[config.mk]
export PLATFORM = sky130hd
export DESIGN_NAME = mem_access_unit
export DESIGN_NICKNAME = d
export VERILOG_FILES = /design/src/rtl/mem_access_unit.sv
export SDC_FILE = /design/constraint.sdc
export NUM_CORES = 1
export LEC_CHECK = 0
export CORE_AREA = 2 2 86 88
export CTS_BUF_LIST = sky130_fd_sc_hd__clkbuf_2 sky130_fd_sc_hd__clkbuf_4 sky130_fd_sc_hd__clkbuf_8
export CTS_CLUSTER_SIZE = 24
export DETAILED_ROUTE_END_ITERATION = 7
export DIE_AREA = 0 0 88 90
export PLACE_DENSITY = 0.86
export SETUP_SLACK_MARGIN = 0.2
export SYNTH_ARGS = -nofsm -noshare
export SYNTH_HDL_FRONTEND = slang
export SYNTH_SLANG_ARGS = --single-unit
[constraint.sdc]
create_clock -name clk_i -period 2.73 [get_ports clk_i]
set_input_delay 0.546 -clock clk_i [delete_from_list [all_inputs] [get_ports clk_i]]
set_output_delay 0.546 -clock clk_i [all_outputs]
set_load 0.03 [all_outputs]
[src/rtl/mem_access_unit.sv]
// Memory-access stage of the RV32I pipeline: drives the data-memory bus for loads and stores,
// aligns/extends load data, and stalls upstream while a bus transaction is outstanding.
module mem_access_unit #(
    parameter int ADDR_W = 32,
    parameter int DATA_W = 32
) (
    input  logic              clk_i,
    input  logic              rst_n_i,
    input  logic              valid_i,
    input  logic              MemRd_i,
    input  logic              MemWr_i,
    input  logic [2:0]        Funct3_i,
    input  logic [ADDR_W-1:0] ALUOut_i,
    input  logic [DATA_W-1:0] DataB_i,
    input  logic              RegWEn_i,
    input  logic [4:0]        AddrD_i,
    output logic              RegWEn_o,
    output logic [4:0]        AddrD_o,
    output logic [DATA_W-1:0] DataD_o,
    output logic              stall_o,
    output logic              fault_o,
    output logic              dmem_req_o,
    output logic              dmem_we_o,
    output logic [ADDR_W-1:0] dmem_addr_o,
    output logic [3:0]        dmem_be_o,
    output logic [DATA_W-1:0] dmem_wdata_o,
    input  logic              dmem_gnt_i,
    input  logic              dmem_rvalid_i,
    input  logic [DATA_W-1:0] dmem_rdata_i
);

    typedef enum logic [1:0] {
        S_IDLE,
        S_REQ,
        S_RESP
    } state_t;

    state_t state_q, state_d;

    logic       mem_op;
    logic       f3_legal;
    logic       misalign;
    logic       fault;
    logic       go;
    logic [1:0] off;

    assign off    = ALUOut_i[1:0];
    assign mem_op = valid_i & (MemRd_i | MemWr_i);

    // NOTE: every always_comb output gets a default first so no path can infer a latch.
    always_comb begin
        f3_legal = 1'b0;
        case (Funct3_i)
            3'b000, 3'b001, 3'b010: f3_legal = 1'b1;
            3'b100, 3'b101:         f3_legal = MemRd_i;
            default:                f3_legal = 1'b0;
        endcase
    end

    always_comb begin
        misalign = 1'b0;
        case (Funct3_i[1:0])
            2'b01:   misalign = off[0];
            2'b10:   misalign = |off;
            default: misalign = 1'b0;
        endcase
    end

    assign fault = mem_op & (~f3_legal | misalign);
    assign go    = mem_op & ~fault;

    // Store lane steering; loads always read the full word and extract locally.
    logic [3:0]        be;
    logic [DATA_W-1:0] wdata;

    always_comb begin
        be    = 4'b1111;
        wdata = DataB_i;
        if (MemWr_i) begin
            case (Funct3_i[1:0])
                2'b00: begin
                    be    = 4'b0001 << off;
                    wdata = {4{DataB_i[7:0]}};
                end
                2'b01: begin
                    be    = off[1] ? 4'b1100 : 4'b0011;
                    wdata = {2{DataB_i[15:0]}};
                end
                default: begin
                    be    = 4'b1111;
                    wdata = DataB_i;
                end
            endcase
        end
    end

    logic [7:0]        ld_byte;
    logic [15:0]       ld_half;
    logic [DATA_W-1:0] ld_data;

    always_comb begin
        ld_byte = dmem_rdata_i[7:0];
        case (off)
            2'b01:   ld_byte = dmem_rdata_i[15:8];
            2'b10:   ld_byte = dmem_rdata_i[23:16];
            2'b11:   ld_byte = dmem_rdata_i[31:24];
            default: ld_byte = dmem_rdata_i[7:0];
        endcase
        ld_half = off[1] ? dmem_rdata_i[31:16] : dmem_rdata_i[15:0];
        case (Funct3_i)
            3'b000:  ld_data = {{24{ld_byte[7]}}, ld_byte};
            3'b001:  ld_data = {{16{ld_half[15]}}, ld_half};
            3'b100:  ld_data = {24'd0, ld_byte};
            3'b101:  ld_data = {16'd0, ld_half};
            default: ld_data = dmem_rdata_i;
        endcase
    end

    // A store granted in the cycle it is presented finishes without a stall;
    // a load always waits at least one cycle in RESP for its data.
    always_comb begin
        state_d    = state_q;
        dmem_req_o = 1'b0;
        stall_o    = 1'b0;
        case (state_q)
            S_IDLE: begin
                if (go) begin
                    dmem_req_o = 1'b1;
                    if (dmem_gnt_i) begin
                        stall_o = ~MemWr_i;
                        state_d = MemWr_i ? S_IDLE : S_RESP;
                    end else begin
                        stall_o = 1'b1;
                        state_d = S_REQ;
                    end
                end
            end
            S_REQ: begin
                dmem_req_o = 1'b1;
                stall_o    = 1'b1;
                if (dmem_gnt_i) begin
                    stall_o = ~MemWr_i;
                    state_d = MemWr_i ? S_IDLE : S_RESP;
                end
            end
            S_RESP: begin
                if (dmem_rvalid_i) begin
                    state_d = S_IDLE;
                end else begin
                    stall_o = 1'b1;
                end
            end
            default: begin
                state_d = S_IDLE;
            end
        endcase
    end

    // NOTE: sequential state uses non-blocking assignment so all flops update together.
    always_ff @(posedge clk_i or negedge rst_n_i) begin
        if (!rst_n_i) begin
            state_q <= S_IDLE;
        end else begin
            state_q <= state_d;
        end
    end

    assign fault_o      = fault;
    assign dmem_we_o    = MemWr_i;
    assign dmem_addr_o  = {ALUOut_i[ADDR_W-1:2], 2'b00};
    assign dmem_be_o    = be;
    assign dmem_wdata_o = wdata;

    assign AddrD_o  = AddrD_i;
    assign DataD_o  = (valid_i & MemRd_i) ? ld_data : DATA_W'(ALUOut_i);
    assign RegWEn_o = valid_i & RegWEn_i & ~MemWr_i & ~fault & ~stall_o;

endmodule
==> metrics.md <==
| Metric | Value |
|---|---|
| Max Cap Viol | 0 |
| Skew-Pair Late Insertion Delay | 0.21 ns |
| Final #Nets | 621 |
| Final wirelength | 10000 um |
| Iter 0 DRT Violations | 137 |
| Drt first pass iters | 4 |
| Crit-path max cell delay | 0.49 ns |
| Outcome | completed |
| # port buffers | 209 |
| Synth top area share | 18.0% |
| P per Cell Area | 254 mW/mm^2 |
| WL/cell | 16.7 um |
| Die ar. | 0.00792 sq mm |
| Drt via density | 4.90 |
| Worst Hold Class | in2async |
| Clock tree sinks | 2 |
| Netlist cell types | 38 |
| DRC | 0 |
| RD Place Congestion | 0.828 |
| Final setup viols | 0 |
| CTS tree | done |
| Cts hold-fix bufs | 0 |
| Placed cell count | 577 |
| Max reg flops | 2 |
| Detail Placement HPWL | 7690 um |
| # IOs | 222 |
| Final Non-Filler Cells | 603 |
| Yosys warnings | 0 |
| CTS Buf Count | 3 |
| Maximum vdd drop | 0.260 mV |
| First-pass GRT wire length | 14500 um |
| Synth area leader | buf_4 |
| RSZ-0062 raised after global routing | yes |
| Placeable Area | 0.00702 sq mm |
| Die W | 88 um |
| Min Hold Slack | 0.502 ns |
| Total congestion overflow | 0 |
| Bufs and invs on worst path | 4 |
| Regs by FF count | state_q x2 |
| Via count | 2955 |
| Reg with most FFs | state_q |
| Final hold vios | 0 |
| GRT Overall Usage | 22.4% |
| Worst Clk Skew | 0.00133 ns |
| Root Buffer | clkbuf_8 |
| Area grow syn2layout | 132% |
| Die height | 90 um |
| Pin count of the biggest net entering global routing | 30 |
| CP delay by family, top | multiplexers |
| Kind of critical path | in2out |
| Clk slew on worst S/H paths | 0.03 ns |
| # diodes | 0 |
| Max clock buf depth | 2 |
| Initial antenna violation count | 0 |
| Maximum fanout along the worst path | 5 |
| Yosys reg bits | 2 |
| Initial Utilization | 27.4% |
| Min cycle time layout | 2.49 ns |
| Post-DP Area | 0.00400 sq mm |
| Commonest non-fill, non-tap cells in the layout | clkdlybuf4s50_1, buf_4, nand2_1, nand3_1, a22o_1 |
| Row cnt | 31 |
| Worst Setup Slack post-DPL | -0.569 ns |
| Final ANT Viol Nets | 0 |
| F_max | 401 MHz |
| Req. time, crit path | 2.18 ns |
| H-tree Lvls | 1 |
| Share of layout cells above drive strength 1 | 35.9% |
| Post-Syn Area | 0.00192 sq mm |
| Crit-path most repeated cell | buf_8 |
| Startpoint types | primary input |
| Fin crit share | 91.4% |
| Average cell area after synthesis | 6.50 sq um |
| Max Slew Vio Count | 0 |
| Sequential-to-total area share from yosys stat | 2.60% |
| Fin area | 0.00447 sq mm |
| Slowest CP cell | mux4_2 |
| LEAKAGE | 2.01 nW |
| CP cell instances | buf_8 -> mux4_2 -> and3b_2 -> nor3_4 -> buf_12 -> buf_8 -> a21oi_2 -> buf_6 |
| Final Worst Setup Slack | 0.236 ns |
| CP Capture Type | output pin |
| Leading cell type in the layout, fill and taps excluded | clkdlybuf4s50_1 |
| Vias in the first global route | 2903 |
| Arrival time worst endpoint | 1.95 ns |
| Total power draw | 1.13 mW |
| Largest cells by area after synthesis | buf_4, a22o_1, nand3_1 |
| Cells after Synth | 296 |
## repair_timing
action	CTS	global route
buffers inserted	4	16
hold endpoints to repair	0	0
pin swaps	7	16
gates resized for setup	130	47
gates cloned	0	3
setup endpoints to repair	64	48
## layout make-up
cell class	instances	area [sq um]
tap	99	124
clock buffer	3	41.3
inverter	4	17.5
multi-input combinational	222	1600
fill	650	2550
timing repair buffer	273	2630
sequential	2	50.0
## final timing paths
| kind | start | endpoint | cells past startpoint | slack, ns |
|---|---|---|---|---|
| worst max-delay path | ALUOut_i[1] | DataD_o[14] | 8 | 0.24 |
| worst min-delay path | rst_n_i | state_q[0]$_DFFE_PN0P_ | 1 | 0.50 |
| worst max register to register | state_q[1]$_DFFE_PN0P_ | state_q[1]$_DFFE_PN0P_ | 2 | 1.34 |
| worst min register to register | state_q[1]$_DFFE_PN0P_ | state_q[0]$_DFFE_PN0P_ | 1 | 0.57 |
| max in group asynchronous | rst_n_i | state_q[1]$_DFFE_PN0P_ | 1 | 2.11 |
| min in group clk_i | state_q[1]$_DFFE_PN0P_ | state_q[0]$_DFFE_PN0P_ | 1 | 0.57 |
## routing by layer
layer	vias to the layer above	wire length (um)	track usage, %
met2	112	5010	37.5
met3	10	595	3.67
met1	1374	4340	30.1
met4	0	103	3.85
met5	-	0	0
li1	1459	-	-
## metrics by stage
stage          util (%)  setup TNS [ns]
3_5_place_dp       57.0          -15.41
4_1_cts            59.9               0
6_report           63.6               0
5_1_grt            63.6               0
3_3_place_gp       57.0          -12.85
2_1_floorplan         -               0
## Yosys cell counts
library cell  number
nand3_1           39
inv_1              4
mux2i_1            8
o21ai_4            1
ha_1               3
o211ai_1           2
o41a_1             1
or4b_2             1
nor3_1             4
and2_4             1
buf_2              3
mux4_2             1
o21a_1             2
a21o_1             1
nor2_1             9
and3_1             8
conb_1             1
nor3_4             1
mux2_2            11
a41oi_1            1
nand4b_1           1
buf_6              2
or3_1              7
or4bb_1            1
a221o_1            7
buf_4             46
a31oi_1            1
dfrtp_1            2
nand2b_1           1
nand2_1           43
nand3b_1           1
and3b_1            1
and2_1             2
clkbuf_1          17
o21ai_0           27
a21oi_1           10
buf_1              1
a22o_1            24
## power breakdown
group / internal [mW] / switching, mW / leakage (nW) / total (mW)
clock: 0.0932 / 0.0226 / 0.0216 / 0.116
combinational: 0.482 / 0.500 / 1.97 / 0.982
sequential: 0.0322 / 0.00398 / 0.0272 / 0.0361
## logic make-up after synthesis
logic type | after synthesis | share of synthesized area, %
fa+ha+maj | 3 | 1.95
compound gates | 77 | 28.4
flops | 2 | 2.60
other cells | 1 | 0.195
simple gates | 120 | 30.9
mux | 20 | 11.8
buf+inv | 73 | 24.2
Note: power is estimated with default switching activity, not from simulation.
